File: src/rtl/gpu_layer_pkg.sv
// Shared types and defaults for the per-pixel layer walker.
// Holds the walk state encoding and the default layer index shape.
package gpu_layer_pkg;

    localparam int LAYER_W_DEF    = 5;
    localparam int NUM_LAYERS_DEF = 32;

    typedef logic [LAYER_W_DEF-1:0] layer_idx_t;

    typedef enum logic {
        IDLE   = 1'b0,
        ACTIVE = 1'b1
    } walk_state_e;

endpackage

File: src/rtl/layer_next_enc.sv
// Set-bit search over a layer mask: the next set index strictly
// above the current one, whether it exists, and the lowest set index.
module layer_next_enc
    import gpu_layer_pkg::*;
#(
    parameter int LAYER_W    = LAYER_W_DEF,
    parameter int NUM_LAYERS = NUM_LAYERS_DEF
) (
    input  logic [NUM_LAYERS-1:0] mask_i,
    input  logic [LAYER_W-1:0]    cur_i,
    output logic [LAYER_W-1:0]    next_o,
    output logic                  found_o,
    output logic [LAYER_W-1:0]    low_o
);

    // Scan high to low so the last hit seen is the lowest qualifying bit.
    always_comb begin
        next_o  = '0;
        found_o = 1'b0;
        low_o   = '0;
        for (int i = NUM_LAYERS - 1; i >= 0; i--) begin
            if (mask_i[i]) begin
                low_o = LAYER_W'(i);
                if (LAYER_W'(i) > cur_i) begin
                    next_o  = LAYER_W'(i);
                    found_o = 1'b1;
                end
            end
        end
    end

endmodule

File: src/rtl/layer_walker.sv
// Walks one pixel through its enabled layers in ascending order,
// presenting one index at a time with a start/busy/done handshake.
module layer_walker
    import gpu_layer_pkg::*;
#(
    parameter int LAYER_W       = LAYER_W_DEF,
    parameter int NUM_LAYERS    = NUM_LAYERS_DEF,
    parameter bit SKIP_DISABLED = 1'b1
) (
    input  logic                  clk,
    input  logic                  reset,
    input  logic                  start,
    input  logic [NUM_LAYERS-1:0] layer_en,
    input  logic                  layer_inc,
    output logic [LAYER_W-1:0]    layer,
    output logic                  layer_valid,
    output logic                  last,
    output logic                  done,
    output logic                  busy,
    output logic                  start_err
);

    walk_state_e           state_q;
    logic [NUM_LAYERS-1:0] mask_q;
    logic [LAYER_W-1:0]    layer_q;
    logic                  valid_q;
    logic                  busy_q;
    logic                  done_q;
    logic                  err_q;

    logic [NUM_LAYERS-1:0] start_mask_d;
    logic [NUM_LAYERS-1:0] enc_mask_d;
    logic [LAYER_W-1:0]    next_d;
    logic [LAYER_W-1:0]    low_d;
    logic                  found_d;

    // Candidate snapshot; while idle the encoder looks at it to find the first layer.
    always_comb begin
        start_mask_d = SKIP_DISABLED ? layer_en : '1;
        enc_mask_d   = (state_q == IDLE) ? start_mask_d : mask_q;
    end

    layer_next_enc #(
        .LAYER_W    (LAYER_W),
        .NUM_LAYERS (NUM_LAYERS)
    ) u_enc (
        .mask_i  (enc_mask_d),
        .cur_i   (layer_q),
        .next_o  (next_d),
        .found_o (found_d),
        .low_o   (low_d)
    );

    // Walk FSM with registered handshake outputs.
    always_ff @(posedge clk) begin
        if (reset) begin
            state_q <= IDLE;
            mask_q  <= '0;
            layer_q <= '0;
            valid_q <= 1'b0;
            busy_q  <= 1'b0;
            done_q  <= 1'b0;
            err_q   <= 1'b0;
        end else begin
            done_q <= 1'b0;
            err_q  <= 1'b0;
            unique case (state_q)
                IDLE: begin
                    if (start) begin
                        mask_q <= start_mask_d;
                        if (start_mask_d == '0) begin
                            done_q <= 1'b1;
                        end else begin
                            state_q <= ACTIVE;
                            layer_q <= low_d;
                            valid_q <= 1'b1;
                            busy_q  <= 1'b1;
                        end
                    end
                end
                ACTIVE: begin
                    if (start) begin
                        err_q <= 1'b1;
                    end
                    if (layer_inc) begin
                        if (found_d) begin
                            layer_q <= next_d;
                        end else begin
                            state_q <= IDLE;
                            layer_q <= '0;
                            valid_q <= 1'b0;
                            busy_q  <= 1'b0;
                            done_q  <= 1'b1;
                        end
                    end
                end
            endcase
        end
    end

    // Final layer of the walk: no enabled layer above the current one.
    always_comb begin
        last = (state_q == ACTIVE) && !found_d;
    end

    assign layer       = layer_q;
    assign layer_valid = valid_q;
    assign busy        = busy_q;
    assign done        = done_q;
    assign start_err   = err_q;

endmodule

File: config.mk
export PLATFORM = sky130hd
export DESIGN_NAME = layer_walker
export DESIGN_NICKNAME = d
export VERILOG_FILES = /design/src/rtl/gpu_layer_pkg.sv /design/src/rtl/layer_next_enc.sv /design/src/rtl/layer_walker.sv
export SDC_FILE = /design/constraint.sdc
export NUM_CORES = 1
export LEC_CHECK = 0
export CAP_MARGIN = 20
export CORE_MARGIN = 2
export CORE_UTILIZATION = 60
export DETAILED_ROUTE_END_ITERATION = 7
export HOLD_SLACK_MARGIN = 0.05
export MAX_ROUTING_LAYER = met4
export PLACE_DENSITY = 0.93
export SKIP_LAST_GASP = 1
export SLEW_MARGIN = 20
export SYNTH_ARGS = -nofsm -noshare
export SYNTH_HDL_FRONTEND = slang
export SYNTH_HIERARCHICAL = 1
export SYNTH_SLANG_ARGS = --single-unit
File: constraint.sdc
create_clock -name clk -period 6.7 [get_ports clk]
set_input_delay 0.67 -clock clk [delete_from_list [all_inputs] [get_ports clk]]
set_output_delay 0.67 -clock clk [all_outputs]
set_load 0.01 [all_outputs]
=== Word-level counts from Yosys, hierarchy flattened ===
Index checks and enable logic that the tools add are counted.

* Register bits after elaboration: 41
* Latch bits: 0
* Memory bits (writable): 0
* Bits in read-only memories: 0
* Output and inout bits: 10
* Memories: 0

* Add/subtract/negate cells: 0
* $mul: 0
* Divide/modulo/power cells: 0
* $lt $le $gt $ge: 32
* Eq/ne operators: 4
* Shift operators: 0
* Mux-type cells: 182
* Bitwise gates (word level): 1
* Reductions and logical operators: 7

{| class="wikitable"
|+ Operators by type and width
! cell !! number
|-
| $mux W5 || 100
|-
| $gt A5 B5 Y1 const A || 16
|-
| $mux W1 || 77
|-
| $gt A4 B5 Y1 const A || 8
|-
| $logic_not A32 Y1 || 1
|-
| $mux W32 || 1
|-
| $gt A3 B5 Y1 const A || 4
|-
| $gt A1 B5 Y1 const A || 2
|-
| $gt A2 B5 Y1 const A || 2
|-
| $pmux W5 S2 || 1
|-
| $ne A2 B2 Y1 const B || 4
|-
| $pmux W1 S2 || 3
|-
| $reduce_and A4 Y1 || 1
|-
| $reduce_and A3 Y1 || 1
|-
| $reduce_and A2 Y1 || 1
|-
| $reduce_or A2 Y1 || 1
|-
| $logic_and A1 B1 Y1 || 1
|-
| $logic_not A1 Y1 || 1
|-
| $not A1 Y1 || 1
|}

=== Longest topological paths before layout ===
* Word-level depth: 68
* Mapped depth: 13
* Depth with buffers taken out: 11

=== By module ===
The synthesis kept the hierarchy.

{| class="wikitable"
|+ Modules (own cells, without submodules)
! module !! times used !! cells an instance !! area an instance (um^2) !! sequential area each (um^2)
|-
| layer_walker || 1 || 224 || 1914.3 || 820.8
|-
| layer_next_enc || 1 || 217 || 1386.3 || 0.0
|}

=== Least setup slack after synthesis ===
OpenSTA, ideal clock, no wires.

* Path type: register -> output
* From: reg state_q
* To: out last
* Arrival time: 2.394 ns
* Slack: 3.636 ns
* Stages on the path, launching flop included: 11
* Buffers on the path: 2
* Path through: dfxtp_1 buf_2 buf_2 mux2_2 nor2_1 o2bb2ai_1 a311oi_2 nand2b_1 nor4_1 nand2_1 nor2b_1

* Elaborated cells on any way between the ends: 66
* Those cells by class: mux (64); reduce/logical (2)

{| class="wikitable"
|+ RTL lines
! item !! line !! text
|-
| from (decl) || layer_walker.sv:23 || <nowiki>walk_state_e state_q;</nowiki>
|-
| from (signal assigned) || layer_walker.sv:57 || <nowiki>state_q <= IDLE;</nowiki>
|-
| from (signal assigned) || layer_walker.sv:74 || <nowiki>state_q <= ACTIVE;</nowiki>
|-
| from (signal assigned) || layer_walker.sv:89 || <nowiki>state_q <= IDLE;</nowiki>
|-
| $mux W32 * || layer_walker.sv:40 || <nowiki>enc_mask_d = (state_q == IDLE) ? start_mask_d : mask_q;</nowiki>
|-
| named net enc_mask_d[16] || layer_walker.sv:32 || <nowiki>logic [NUM_LAYERS-1:0] enc_mask_d;</nowiki>
|-
| $mux W1 * || layer_next_enc.sv:22 || <nowiki>if (mask_i[i]) begin</nowiki>
|-
| $mux W1 || layer_next_enc.sv:24 || <nowiki>if (LAYER_W'(i) > cur_i) begin</nowiki>
|-
| $mux W1 * || layer_next_enc.sv:22 ||
|-
| $mux W1 || layer_next_enc.sv:24 ||
|-
| $mux W1 * || layer_next_enc.sv:22 ||
|-
| $mux W1 || layer_next_enc.sv:24 ||
|-
| (+22 left out) || -- ||
|-
| $mux W1 * || layer_next_enc.sv:22 ||
|-
| $mux W1 || layer_next_enc.sv:24 ||
|-
| $mux W1 * || layer_next_enc.sv:22 ||
|-
| $mux W1 || layer_next_enc.sv:24 ||
|-
| $mux W1 * || layer_next_enc.sv:22 ||
|-
| named net found_d || layer_walker.sv:35 || <nowiki>logic found_d;</nowiki>
|-
| $logic_not A1 Y1 * || layer_walker.sv:103 || <nowiki>last = (state_q == ACTIVE) && !found_d;</nowiki>
|-
| $logic_and A1 B1 Y1 * || layer_walker.sv:103 ||
|-
| to (decl) || layer_walker.sv:17 || <nowiki>output logic last,</nowiki>
|}

The timed path passes the listed nets; every way through them passes the cells marked *.

=== Worst setup path in the final report ===
Ends and elaborated chain as after synthesis.

==> reports/results.ini <==
[outcome]
outcome=completed

[place]
dpl_worst_slack_ns=2.62
routabilityCongestion=0.952
placement.cell_area_sq_mm=0.00370
place.port_buffers=45
dpl.hpwl_um=7070

[synthesis]
synth.yosys.seq_area_share_pct=24.9
asyncSetResetFlopFracSynth_pct=0
synth.avg_cell_area_sq_um=7.48
yosys_register_bits=41
yosys_warnings=6
synth_enable_flop_cells=0
syn_nets=477
yosysUniqueCellTypes=71
synth_area_sq_mm=0.00330
syn-instance-count=441
ys_dominant_reg_cell=dfxtp_1

[clocking]
worstSkewPairLatency_ns=0.29
clockBufferDepth=2
cts-hold-fix-buffers=0
clock_tree.htree_level_count=2
postCtsResizedCells=0
cts_setup_buffers=0
tritoncts=yes
cts.reportedPaths.clkPinSlew_ns=0.08
tritoncts_num_sinks=41
clock_tree.root_cell=clkbuf_8
number_of_cts_inserted_buffers=5

[power]
post-layout-total-power_uw=723
power.density_cell_area_mw_per_mm2=190
max-vdd-ir-drop_uv=98.3
power_leakage_uw=0.00132

[layout]
area_delta_synth_final_pct=15.0
post_route_cells_drive_above_1_share_pct=14.9
layout.nets=507
stdcell_area_sq_mm=0.00379
finalCoreUtilization_pct=70.2
antenna_cells_inserted=0

[floorplan]
std_cell_rows=27
dieHeight_um=78.2
initial_utilization_pct=61.1
fp.dieArea_sq_mm=0.00611
core_sq_mm=0.00541
io_pins=46
die-width_um=78.2

[global_routing]
via_count_of_the_first_global_routing_pass=3210
overflow=0
grt.total_usage_pct=32.1
number_of_antenna_violations_at_the_first_check_in_global_routing=0
global_route_wire_length_before_repair_um=15500
grt_start_max_net_pins=40

[routing]
via_per_inst=6.61
drtIter0Drc=276
drt_wl_total_um=9650
detail_route.wl_per_cell_um=17.8
post-route-drc-count=0
final_antenna_net_count=0
route.vias.total=3587
firstDrtPassIters=6

[timing]
min_period_over_period_pct=62.0
timing.clock.skew_ns=0.00539
max_freq_mhz=241
relSlewSlack_pct=38.6
grt_setup_unrepaired=false
final_count_of_negative_setup_slack_endpoints=0
maxSlewViolCount=0
worstMarginPinSlew_ns=0.919
setup_tns_ns=0
finalCriticalPeriod_ns=4.15
fin_worst_setup_slack_ns=2.55
finalHoldViolations=0

[flow_run]
timing.max_cap.violations=0

[worst_setup_path]
endpoint_kind=output pin
worst_ep_arrival_time_ns=3.48
crit_path_start_kind=flip-flop
path_type_of_the_worst_setup_path=reg2out
crit_path_max_fanout=39
critPathRequiredTime_ns=6.03

[min_path]
min_path_type=reg2reg

==> worst max-delay path, cell delays in order (launching register included) <==
cell	delay (ns)
dfxtp_1	0.31
buf_4	0.41
mux2_2	0.43
nor2_1	0.23
o2bb2ai_1	0.16
a311oi_2	0.39
nand2b_1	0.12
nor4_1	0.25
nand2_1	0.20
nor2b_1	0.15
clkdlybuf4s50_1	0.54
==> area by class of cell <==
| class | count | area (sq um) |
|---|---|---|
| clock inverter | 1 | 7.51 |
| sequential | 41 | 821 |
| multi-input combinational | 359 | 2250 |
| clock buffer | 6 | 82.6 |
| inverter | 14 | 52.6 |
| tap | 72 | 90.1 |
| timing repair buffer | 50 | 488 |
| fill | 448 | 1610 |
==> state kept, by name, summed over array words and instances, names as in the netlist <==
name	flops
start_err	1
state_q	1
mask_q	32
layer	5
busy	1
done	1
==> power breakdown <==
| part | leakage, uW | internal (uW) | switching, uW |
|---|---|---|---|
| Combinational | 0.000941 | 119 | 160 |
| Clock | 0.0000433 | 81.5 | 83.9 |
| Sequential | 0.000336 | 260 | 18.9 |
| Total | 0.00132 | 460 | 262 |
==> layer usage <==
layer	GRT usage (%)	wire, um	vias up
met5	-	0	-
met4	10.2	179	0
met3	4.37	1020	19
met2	48.5	4380	216
met1	44.6	4070	1669
li1	-	-	1683
==> path summary, 6_finish.rpt <==
kind / from / to / slack (ns) / cells past startpoint
min reg2reg: mask_q[15] / mask_q[15] / 0.45 / 2
min: mask_q[15] / mask_q[15] / 0.45 / 2
max: state_q / last / 2.55 / 10
max reg2reg: state_q / layer[1] / 3.48 / 12
==> through the flow <==
step / hold WS [ns] / instances
2_1_floorplan: 0.432 / 441
3_3_place_gp: 0.438 / 536
3_5_place_dp: 0.447 / 536
4_1_cts: 0.457 / 543
5_1_grt: 0.476 / 543
6_report: 0.455 / 543
==> Yosys cell counts, types with 4 or more instances <==
cell type,instances,area (sq um)
nand2_1,85,319
and2_1,7,43.8
a21oi_1,55,275
nor3_1,10,50.1
nor2b_1,9,56.3
buf_6,5,56.3
mux2_2,32,360
buf_2,6,30.0
nor2_1,26,97.6
nand2b_1,5,31.3
dfxtp_1,41,821
o21ai_0,12,60.1
and3_1,4,25.0
buf_4,5,37.5
o21ai_1,4,20.0
clkbuf_1,10,37.5
o211ai_1,7,52.6
inv_1,13,48.8
nand4_1,5,31.3
nand3_1,11,55.1
a221o_1,6,60.1
nor4_1,14,87.6
==> layout by cell type (no fill, tap or decap), drive strengths merged, types with 2 or more instances in the layout <==
cell type and count:
a2111oi 2, a211oi 4, a21boi 2, a21oi 55, a221o 6, a221oi 3, a22oi 3, a311oi 2
a31o 2, a31oi 2, a32oi 2, and2 7, and3 6, buf 5, clkbuf 6, clkdlybuf4s50 45
dfxtp 41, inv 14, mux2 32, nand2 87, nand2b 5, nand3 13, nand4 5, nor2 28
nor2b 10, nor3 11, nor4 16, o211ai 8, o21a 3, o21ai 16, o21bai 3, o221ai 2
o31ai 6
==> cells by family after synthesis <==
| logic type | share of synthesized area, % |
|---|---|
| AO/OA/AOI/OAI | 27.8 |
| adder cells (fa/ha/maj) | 0.303 |
| buffers and inverters | 6.94 |
| flip-flops | 24.9 |
| multiplexers | 10.9 |
| AND/OR/NAND/NOR | 29.2 |
Power figures use the tool's default switching activity.
